==> src/rtl/bcd_countdown_timer.sv <==
// bcd_countdown_timer
//   Multi-digit BCD countdown timer. Loads a BCD preset (digits saturated to 9),
//   decrements once every TICK_DIV clocks while running, and flags expiry at zero.
//   With AUTO_RELOAD set, expiry reloads the last preset and keeps running.
//   Per-cycle priority: RES > LOAD > PAUSE > START > tick.

module bcd_countdown_timer #(
    parameter int DIGITS      = 4,
    parameter int TICK_DIV    = 50000000,
    parameter bit AUTO_RELOAD = 1'b0
) (
    input  logic                  CLK,
    input  logic                  RES,
    input  logic                  LOAD,
    input  logic [4*DIGITS-1:0]   LOAD_VAL,
    input  logic                  START,
    input  logic                  PAUSE,
    output logic [4*DIGITS-1:0]   COUNT,
    output logic                  RUNNING,
    output logic                  DONE,
    output logic                  EXPIRE
);

    localparam int              W          = 4 * DIGITS;
    localparam int              PW         = (TICK_DIV > 1) ? $clog2(TICK_DIV) : 1;
    localparam logic [PW-1:0]   PRESC_LAST = PW'(TICK_DIV - 1);
    localparam logic [W-1:0]    COUNT_ONE  = W'(1);

    typedef enum logic [1:0] {
        S_IDLE,
        S_RUN,
        S_PAUSED,
        S_DONE
    } state_t;

    state_t          r_state;
    logic [W-1:0]    r_count;
    logic [W-1:0]    r_preset;
    logic [PW-1:0]   r_presc;
    logic            r_running;
    logic            r_done;
    logic            r_expire;

    logic [W-1:0]    w_load_sat;
    logic [W-1:0]    w_count_dec;
    logic            w_tick;
    logic            w_count_zero;
    logic            w_count_one;
    logic            w_go;

    // Clamp every preset digit above 9 down to 9 so COUNT is always valid BCD
    always_comb begin
        // NOTE: full default before the conditional overrides, so no latch is inferred.
        w_load_sat = LOAD_VAL;
        for (int i = 0; i < DIGITS; i++) begin
            if (LOAD_VAL[4*i +: 4] > 4'd9) begin
                w_load_sat[4*i +: 4] = 4'd9;
            end
        end
    end

    // BCD decrement by one: a zero digit becomes 9 and borrows from the next digit,
    // the borrow rippling through all digits in the same cycle
    always_comb begin
        logic borrow;
        w_count_dec = r_count;
        borrow      = 1'b1;
        for (int i = 0; i < DIGITS; i++) begin
            if (borrow) begin
                if (r_count[4*i +: 4] == 4'd0) begin
                    w_count_dec[4*i +: 4] = 4'd9;
                end else begin
                    w_count_dec[4*i +: 4] = r_count[4*i +: 4] - 4'd1;
                    borrow                = 1'b0;
                end
            end
        end
    end

    assign w_tick       = (r_presc == PRESC_LAST);
    assign w_count_zero = (r_count == '0);
    assign w_count_one  = (r_count == COUNT_ONE);
    // PAUSE outranks START, so a START only takes effect with PAUSE low
    assign w_go         = START && !PAUSE;

    // Timer FSM: state, count, preset, prescaler and registered status outputs
    always_ff @(posedge CLK) begin
        // NOTE: non-blocking assignments only, so every register sees pre-edge values.
        if (RES) begin
            r_state   <= S_IDLE;
            r_count   <= '0;
            r_preset  <= '0;
            r_presc   <= '0;
            r_running <= 1'b0;
            r_done    <= 1'b0;
            r_expire  <= 1'b0;
        end else begin
            r_expire <= 1'b0;
            if (LOAD) begin
                r_count   <= w_load_sat;
                r_preset  <= w_load_sat;
                r_presc   <= '0;
                r_state   <= S_IDLE;
                r_running <= 1'b0;
                r_done    <= 1'b0;
            end else begin
                unique case (r_state)
                    S_IDLE: begin
                        if (w_go) begin
                            if (w_count_zero) begin
                                r_state  <= S_DONE;
                                r_done   <= 1'b1;
                                r_expire <= 1'b1;
                            end else begin
                                r_state   <= S_RUN;
                                r_running <= 1'b1;
                                r_presc   <= '0;
                            end
                        end
                    end
                    S_RUN: begin
                        if (PAUSE) begin
                            // prescaler phase is kept so resume finishes the current period
                            r_state   <= S_PAUSED;
                            r_running <= 1'b0;
                        end else if (w_tick) begin
                            r_presc <= '0;
                            if (w_count_one) begin
                                r_expire <= 1'b1;
                                if (AUTO_RELOAD && (r_preset != '0)) begin
                                    r_count <= r_preset;
                                end else begin
                                    r_count   <= '0;
                                    r_state   <= S_DONE;
                                    r_running <= 1'b0;
                                    r_done    <= 1'b1;
                                end
                            end else begin
                                r_count <= w_count_dec;
                            end
                        end else begin
                            r_presc <= r_presc + 1'b1;
                        end
                    end
                    S_PAUSED: begin
                        if (w_go) begin
                            r_state   <= S_RUN;
                            r_running <= 1'b1;
                        end
                    end
                    S_DONE: begin
                        // only LOAD or RES leave DONE
                    end
                    default: begin
                        r_state   <= S_IDLE;
                        r_running <= 1'b0;
                        r_done    <= 1'b0;
                    end
                endcase
            end
        end
    end

    assign COUNT   = r_count;
    assign RUNNING = r_running;
    assign DONE    = r_done;
    assign EXPIRE  = r_expire;

endmodule

==> config.mk <==
export PLATFORM = sky130hd
export DESIGN_NAME = bcd_countdown_timer
export DESIGN_NICKNAME = d
export VERILOG_FILES = /design/src/rtl/bcd_countdown_timer.sv
export SDC_FILE = /design/constraint.sdc
export NUM_CORES = 1
export LEC_CHECK = 0
export ABC_CLOCK_PERIOD_IN_PS = 2000
export CAP_MARGIN = 20
export CORE_ASPECT_RATIO = 0.75
export CORE_MARGIN = 2
export CORE_UTILIZATION = 50
export DETAILED_ROUTE_END_ITERATION = 10
export PLACE_DENSITY = 0.88
export SYNTH_ARGS = -nofsm -noshare
export SYNTH_HDL_FRONTEND = slang
export SYNTH_SLANG_ARGS = --single-unit
==> constraint.sdc <==
create_clock -name CLK -period 2 [get_ports CLK]
set_input_delay 0.2 -clock CLK [delete_from_list [all_inputs] [get_ports CLK]]
set_output_delay 0.2 -clock CLK [all_outputs]
set_load 0.02 [all_outputs]
Yosys cells after proc, flatten, opt, wreduce, memory -nomap -nowiden --
Index checks and enable logic that the tools add are counted.
Operators by class: shift-type cells 0, add/subtract/negate cells 5, divide/modulo/power cells 0, equality and inequality tests 14, multiplexer cells 52, reductions and logical operators 24, multipliers 0, magnitude comparators 4, bitwise logic cells 0
Operator list (number):
- $mux W26 | 4
- $mux W16 | 5
- $pmux W26 S2 | 1
- $mux W4 | 11
- $add A26 B1 Y26 const B | 1
- $eq A26 B26 Y1 const B | 1
- $mux W1 | 21
- $eq A16 B1 Y1 const B | 1
- $gt A4 B4 Y1 const B | 4
- $logic_not A16 Y1 | 1
- $logic_not A4 Y1 | 4
- $ne A2 B2 Y1 const B | 8
- $reduce_and A4 Y1 | 4
- $sub A4 B1 Y4 const B | 4
- $mux W2 | 6
- $reduce_and A6 Y1 | 2
- $reduce_bool A3 Y1 | 4
- $ne A3 B3 Y1 const B | 2
- $pmux W2 S3 | 1
- $reduce_bool A2 Y1 | 3
- $reduce_and A5 Y1 | 1
- $pmux W1 S2 | 2
- $pmux W1 S3 | 1
- $reduce_and A3 Y1 | 1
- 6 further kinds | 6
Storage, ports and cells: input bits 21, RAM bits 0, logic and storage cells 108, latch bits 0, ROM bits 0, register bits after elaboration 47, output and inout bits 19, memories 0

Longest topological paths before layout --
Gate-level depths: netlist (run 1).
depth after elaboration 10, gate-level depth with buffers 8, mapped depth without buffers 7

Worst setup path before layout (run 1) --
Ideal clock, no wire load.
path kind register to register, from reg r_count[13] (netlist: COUNT[13]), to reg r_count[13] (netlist: COUNT[13]), stages on the path, launching flop included 8, arrival time 2.120 ns, setup slack -0.224 ns, data required time 1.897 ns, setup time 0.103 ns, clock period less this slack 2.224 ns, path buffers 0, path through dfxtp_1 -> inv_1 -> ha_1 -> or3b_4 -> nor4_4 -> o211a_4 -> nor2_2 -> a2111oi_2
On the way: cells in the longest elaborated chain, start to end 8, elaborated cells on any way between the ends 12, those cells by class add/sub: 1; eq/ne: 1; mux: 7; reduce/logical: 3
RTL lines:
- from (decl) | RTL line 37 | logic [W-1:0] r_count;
- from (signal assigned) | RTL line 100 | r_count <= w_load_sat;
- from (signal assigned) | RTL line 131 | r_count <= r_preset;
- from (signal assigned) | RTL line 139 | r_count <= w_count_dec;
- $sub A4 B1 Y4 / $logic_not A4 Y1 (equally long branches) | RTL line 73, 70
- $mux W4 | RTL line 70 | if (r_count[4*i +: 4] == 4'd0) begin
- $mux W4 | RTL line 69 | if (borrow) begin
- $mux W16 | RTL line 128 | if (w_count_one) begin
- $mux W16 | RTL line 126 | end else if (w_tick) begin
- $mux W16 | RTL line 122 | if (PAUSE) begin
- $mux W16 | RTL line 107 | unique case (r_state)
- $mux W16 | RTL line 99 | if (LOAD) begin
Several ways; a longest one is shown, not always the timed one. The select of a mux whose other input is x is not followed. A chain may end at the register's enable or synchronous reset.

Final worst setup path (run 1) --
from reg r_count[5] (netlist: COUNT[5]), to reg r_count[11] (netlist: COUNT[11])
On the way: cells in the longest elaborated chain, start to end 6, elaborated cells on any way between the ends 11, those cells by class eq/ne: 1; mux: 7; reduce/logical: 3
RTL lines:
- $eq A16 B1 Y1 | RTL line 82 | assign w_count_one = (r_count == COUNT_ONE);
- $mux W16 | RTL line 128
- $mux W16 | RTL line 126
- $mux W16 | RTL line 122
- $mux W16 | RTL line 107
- $mux W16 | RTL line 99
Several ways; a longest one is shown, not always the timed one. The select of a mux whose other input is x is not followed.

==> impl_metrics.py, run 1 <==
metrics = {
    "layout": {
        "area_growth_pct": 46.7,
        "regArea_um2": 963,
        "fillers": 375,
        "multi_input_area_um2": 2090,
        "nNetsFinal": 494,
        "drive_above_1_share_pct": 30.9,
        "antennaDiodeCount": 0,
    },
    "sta": {
        "finClkSkew_ns": 0.00860,
        "fin_crit_sh_pct": 107,
        "relSlewSlack_pct": 66.3,
        "setup_ws_ns": -0.134,
        "slew_violations": 0,
        "finalSetupTns_ns": -1.70,
        "tightest_slew_ns": 0.503,
        "hold_violations": 0,
        "min_period_ns": 2.13,
        "hold_slack_ns": 0.525,
        "fmax_ghz": 0.469,
        "grt_setup_unrepaired": "yes",
        "finalSetupViolCount": 34,
    },
    "logic_synthesis": {
        "synth_area_um2": 2970,
        "synthArstFlopShare_pct": 0,
        "syn_inst": 357,
        "ys_seq_area_share_pct": 31.7,
        "synth-edff-count": 0,
        "synth_warnings": 0,
        "syn_nets": 389,
        "ys_types": 63,
        "synthFlopType": "dfxtp_1",
        "synth_area_per_cell_um2": 8.31,
        "ys_ff_latch": 47,
    },
    "routing": {
        "drt_wl_total_um": 11000,
        "vias": 3590,
        "ant_nets": 0,
        "wire_per_inst_um": 20.3,
        "drt-initial-drc-count": 437,
        "drc": 0,
        "drt_pre_antenna_iters": 7,
        "via_per_inst": 6.64,
    },
    "die": {
        "initial_core_util_pct": 51.5,
        "io-pin-count": 40,
        "core-area_um2": 5770,
        "die_area_um2": 6570,
        "die_w_um": 92.9,
        "rows": 24,
        "die_h_um": 70.7,
    },
    "power": {
        "p_seq_share_pct": 40.5,
        "swShare_pct": 33.0,
        "pwr-share-comb_pct": 35.9,
        "power.share.clock_pct": 23.6,
        "ir_drop_mv": 0.410,
        "p_int_mw": 1.65,
        "p_leak_nw": 1.70,
        "p_total_mw": 2.47,
        "p_per_area_nw_per_um2": 567,
        "switchingPower_uw": 814,
    },
    "grt": {
        "first_global_vias": 3107,
        "grt_pass1_wl_um": 14900,
        "grt_usage_pct": 28.1,
        "antenna_found_initial": 0,
        "globalRouteOverflowTotal": 0,
        "grt_max_degree": 27,
    },
    "hold_path": {
        "min-delay-path-class": "reg2reg",
    },
    "clock_tree": {
        "clock_sinks": 47,
        "ctsHoldBuffers": 0,
        "cts_buffers": 5,
        "cts-root-buf": "clkbuf_8",
        "clk_latency_ns": 0.31,
        "cts_max_path_buffers": 2,
        "cts_tree": "yes",
        "cts-htree-levels": 2,
        "clkTransAtPathRegs_ns": 0.09,
    },
    "worst_setup_path": {
        "path_max_fanout": 8,
        "startpoint_type": "flop",
        "criticalPathCategory": "reg2reg",
        "worstSetupEndpointType": "flop",
        "required_ns": 2.22,
        "critPathArrivalTime_ns": 2.36,
    },
    "status": {
        "status": "complete, but fails checks",
        "violations": "negative setup slack",
    },
    "place": {
        "gp_congestion": 0.967,
        "dp_hpwl_um": 6440,
        "io_buffers": 39,
    },
    "run": {
        "cap_viol_max_count": 0,
    },
}
-- cells in the mapped netlist, drive strengths merged, types with 2 or more instances --
| cell | n | area [um2] |
|---|---|---|
| and4 | 4 | 35.0 |
| nor4 | 8 | 101 |
| buf | 7 | 40.0 |
| inv | 22 | 82.6 |
| or3b | 5 | 51.3 |
| nor3b | 5 | 42.5 |
| a21oi | 30 | 150 |
| a311oi | 8 | 70.1 |
| nand3 | 17 | 90.1 |
| a31oi | 5 | 31.3 |
| dfxtp | 47 | 941 |
| nor2b | 3 | 18.8 |
| nor3 | 15 | 75.1 |
| mux2i | 3 | 30.0 |
| and3 | 7 | 43.8 |
| or3 | 4 | 25.0 |
| a211oi | 3 | 22.5 |
| ha | 11 | 138 |
| clkbuf | 6 | 32.5 |
| o41ai | 2 | 17.5 |
| a21boi | 2 | 15.0 |
| nand4b | 3 | 32.5 |
| o31ai | 3 | 22.5 |
| o211a | 2 | 27.5 |
| xor2 | 21 | 184 |
| o21bai | 3 | 22.5 |
| nor2 | 31 | 121 |
| a21o | 2 | 15.0 |
| a22oi | 3 | 22.5 |
| o21ai | 15 | 75.1 |
| a41oi | 2 | 17.5 |
| nor4b | 2 | 17.5 |
| nand4 | 17 | 106 |
| nand3b | 5 | 37.5 |
| nand2 | 19 | 76.3 |
-- placed cells by master, fill, tap and decap left out, types with 4 or more instances in the layout --
master           count
buf_4               64
dfxtp_1             39
clkdlybuf4s50_1     39
nor2_1              29
a21oi_1             22
xor2_1              21
nand4_1             17
nand2_1             16
inv_1               15
nand3_1             15
o21ai_0             13
nor3_1              11
a21oi_2              8
and3_1               7
a311oi_1             7
dfxtp_4              5
a31oi_1              5
nand3b_1             5
ha_1                 5
clkbuf_8             5
inv_4                4
nor3b_1              4
nor4_4               4
nor4_1               4
or3b_4               4
nor3_2               4
ha_4                 4
buf_12               4
-- repair_timing --
action / 4_1_cts / 5_1_grt
endpoints found under the hold margin: 0 / 0
setup buffers: 6 / 8
pin swaps: 15 / 14
cloned: 0 / 2
gates resized for setup: 16 / 25
endpoints found under the setup margin: 16 / 45
-- layout make-up --
| class | instances | share of cell area [%] |
|---|---|---|
| multi-input combinational | 274 | 48.0 |
| timing repair buffer | 111 | 23.5 |
| sequential | 47 | 22.1 |
| clock buffer | 7 | 1.75 |
| clock inverter | 1 | 0.115 |
| inverter | 23 | 2.21 |
| tap | 78 | 2.24 |
-- power groups by stage --
stage | Clock [mW] | Combinational [mW] | Sequential [mW]
final | 0.583 | 0.885 | 1.00
after global routing | 0.607 | 0.927 | 1.00
after CTS | 0.581 | 0.767 | 0.995
after detailed placement | 0 | 0.715 | 1.02
after global placement | 0 | 0.690 | 1.01
after floorplan | 0 | 0.336 | 1.06
-- layer usage --
layer | wire, um | track usage [%] | up-vias
met5 | 0 | 0 | -
met4 | 614 | 13.6 | 0
met3 | 1070 | 5.32 | 79
met2 | 4950 | 44.8 | 290
met1 | 4330 | 36.8 | 1669
li1 | - | - | 1552
-- stage by stage --
| stage | setup slack (ns) | std cells | util (%) | area [um2] |
|---|---|---|---|---|
| after global routing | -0.204 | 541 | 75.5 | 4350 |
| after detailed placement | -0.123 | 518 | 68.1 | 3920 |
| final | -0.134 | 541 | 75.5 | 4350 |
| after floorplan | -0.000519 | 357 | - | 3050 |
| after global placement | -0.0309 | 518 | 68.1 | 3920 |
| after CTS | -0.0301 | 532 | 71.6 | 4130 |
-- state kept, by name, indices dropped and copies added, names as in the netlist --
signal and count:
COUNT 16, DONE 1, EXPIRE 1, r_state 2
r_presc 26, RUNNING 1
-- cells by family (layout without fill, tap and decap cells) --
logic type	after synthesis	in the layout	share of synthesized area, %
compound gates	88	88	19.8
buf+inv	36	142	5.36
mux	4	4	1.39
fa+ha+maj	11	11	4.64
xor+xnor	22	22	6.50
simple gates	149	149	30.6
flops	47	47	31.7
-- worst max-delay path, cell delays in order, from the launching register on --
cell and delay (ns):
dfxtp_2 0.33, inv_2 0.08, ha_4 0.14, or3b_4 0.43, o41a_4 0.60, nand2_4 0.14
a21oi_2 0.07, a311oi_2 0.26
-- final timing paths --
| kind | startpoint | end | slack, ns | cells past startpoint |
|---|---|---|---|---|
| min | RUNNING | RUNNING | 0.52 | 2 |
| min reg2reg | RUNNING | RUNNING | 0.52 | 2 |
| max reg2reg | COUNT[5] | COUNT[11] | -0.13 | 7 |
| max | COUNT[5] | COUNT[11] | -0.13 | 7 |
No activity file was read; power rests on OpenSTA's default activity.
==> inputs of run 2 (changes only) <==
--- a/config.mk
+++ b/config.mk
@@ -11,6 +11,7 @@
 export CORE_MARGIN = 2
 export CORE_UTILIZATION = 50
 export DETAILED_ROUTE_END_ITERATION = 10
+export MAX_ROUTING_LAYER = met4
 export PLACE_DENSITY = 0.88
 export SYNTH_ARGS = -nofsm -noshare
 export SYNTH_HDL_FRONTEND = slang
==> constraint.sdc (replaced) <==
create_clock -name CLK -period 2 [get_ports CLK]
set_input_delay 0.2 -clock CLK [delete_from_list [all_inputs] [get_ports CLK]]
set_output_delay 0.2 -clock CLK [all_outputs]
set_load 0.01 [all_outputs]
==> run 2 against run 1 <==
Against the previous run:
- the flow still finishes with violations (negative setup slack)
- via count down 3.5%
- global-route usage down 0.38 points
- clock skew down 0.0040 ns
- setup slack worse by 0.044 ns
- critical endpoint is now COUNT[12]
- final area down 0.89%
==> impl_metrics.py, run 2 (synthesis gave the netlist of run 1 again) <==
metrics = {
    "die": {
        "core-area_um2": 5770,
        "rows": 24,
        "initial_core_util_pct": 51.5,
        "io-pin-count": 40,
        "die_area_um2": 6570,
        "die_h_um": 70.7,
        "die_w_um": 92.9,
    },
    "layout": {
        "fin_cells": 541,
        "max_flop_register": "r_presc",
        "mostFrequentLayoutCell": "buf_4",
        "layout_common_cells": "buf_4, dfxtp_1, clkdlybuf4s50_1",
        "final_core_util_pct": 74.8,
        "nNetsFinal": 494,
        "area_growth_pct": 45.4,
        "antennaDiodeCount": 0,
        "design_area_um2": 4310,
        "drive_above_1_share_pct": 31.3,
        "largest_reg_flops": 26,
    },
    "power": {
        "p_per_area_nw_per_um2": 566,
        "p_total_mw": 2.44,
        "ir_drop_mv": 0.546,
        "p_leak_nw": 1.65,
    },
    "worst_setup_path": {
        "critPathArrivalTime_ns": 2.36,
        "worst-path-buf-inv": 2,
        "required_ns": 2.18,
        "startpoint_type": "flop",
        "path_max_fanout": 4,
        "critPathTopFamily": "simple AND/OR/NAND/NOR gates",
        "r2r_start": "COUNT[8]",
        "max_stage_delay_ns": 0.44,
        "criticalPathCategory": "reg2reg",
        "critPathSlowestCell": "or3b_4",
        "worstSetupEndpointType": "flop",
        "crit_chain": "inv_4 > ha_4 > or3b_4 > nor4_4 > buf_4 > a21oi_2 > a211oi_1 > o32ai_1",
        "startpoint": "COUNT[8]",
    },
    "hold_path": {
        "min_from": "RUNNING",
        "min-delay-path-class": "reg2reg",
    },
    "clock_tree": {
        "cts-root-buf": "clkbuf_8",
        "clkTransAtPathRegs_ns": 0.09,
        "cts_max_path_buffers": 2,
        "cts-htree-levels": 2,
        "cts_buffers": 5,
        "clk_latency_ns": 0.31,
        "clock_sinks": 47,
        "cts_tree": "yes",
    },
    "sta": {
        "setup_ws_ns": -0.178,
        "hold_violations": 0,
        "grt_setup_unrepaired": "yes",
        "min_period_ns": 2.18,
        "tightest_slew_ns": 0.446,
        "slew_violations": 0,
        "relSlewSlack_pct": 70.1,
        "finClkSkew_ns": 0.00456,
        "fmax_ghz": 0.459,
        "fin_crit_sh_pct": 109,
        "finalSetupViolCount": 34,
    },
    "routing": {
        "vias": 3466,
        "wire_per_inst_um": 19.1,
        "drt-initial-drc-count": 452,
        "drc": 0,
        "via_per_inst": 6.41,
        "drt_pre_antenna_iters": 7,
        "drt_wl_total_um": 10300,
        "ant_nets": 0,
    },
    "grt": {
        "first_global_vias": 3055,
        "antenna_found_initial": 0,
        "grt_max_degree": 27,
        "globalRouteOverflowTotal": 0,
        "grt_usage_pct": 27.7,
        "grt_pass1_wl_um": 14400,
    },
    "run": {
        "cap_viol_max_count": 0,
    },
    "place": {
        "io_buffers": 39,
        "gp_congestion": 0.990,
        "placedCellCount": 518,
        "dp_hpwl_um": 6480,
        "placed_cell_area_um2": 3890,
    },
    "status": {
        "status": "complete, but fails checks",
        "violations": "negative setup slack",
    },
}
==> run 2: final cells by class <==
cell class              count  area, um2
well taps                  78       97.6
flip-flops and latches     47        953
fillers                   381       1450
repair buffers            111        980
clock buffers               6       72.6
clock inverters             2       12.5
inverters                  23       88.8
multi-input cells         274       2110
==> run 2: timing repair <==
| item | in CTS | in global routing |
|---|---|---|
| gates resized for setup | 13 | 35 |
| hold buffers | 0 | 0 |
| setup endpoints to repair | 26 | 45 |
| pin swaps | 17 | 13 |
| buffers inserted | 6 | 9 |
| cloned | 0 | 1 |
==> run 2: per-stage QoR <==
| stage | hold WS (ns) | setup TNS (ns) | setup slack [ns] |
|---|---|---|---|
| final | 0.519 | -1.32 | -0.178 |
| after global routing | 0.550 | -5.21 | -0.258 |
| after CTS | 0.495 | -0.0223 | -0.0178 |
| after detailed placement | 0.482 | -1.41 | -0.179 |
| after global placement | 0.468 | -0.158 | -0.0278 |
| after floorplan | 0.377 | 0 | 0.0168 |
==> run 2: per-layer routing <==
| metal | vias to the layer above | GRT usage, % | wire length [um] |
|---|---|---|---|
| li1 | 1545 | - | - |
| met1 | 1640 | 37.0 | 4220 |
| met2 | 215 | 43.4 | 4820 |
| met3 | 66 | 4.69 | 824 |
| met4 | 0 | 8.01 | 444 |
| met5 | - | - | 0 |
==> run 2: path summary, 6_finish.rpt <==
kind         slack [ns]        end  depth (start not counted)
max reg2reg       -0.18  COUNT[12]                          8
min reg2reg        0.52    RUNNING                          2
min                0.52    RUNNING                          2
max               -0.18  COUNT[12]                          8
==> run 2: power breakdown <==
part,switching [mW],internal [mW],total (mW)
clock,0.352,0.245,0.597
combinational,0.427,0.422,0.849
sequential,0.0271,0.970,0.997
==> run 2: worst reg2reg max path: stages (launching register included) <==
cell and delay (ns):
dfxtp_4 0.36, inv_4 0.08, ha_4 0.15, or3b_4 0.44, nor4_4 0.38, buf_4 0.19, a21oi_2 0.06, a211oi_1 0.26
o32ai_1 0.13
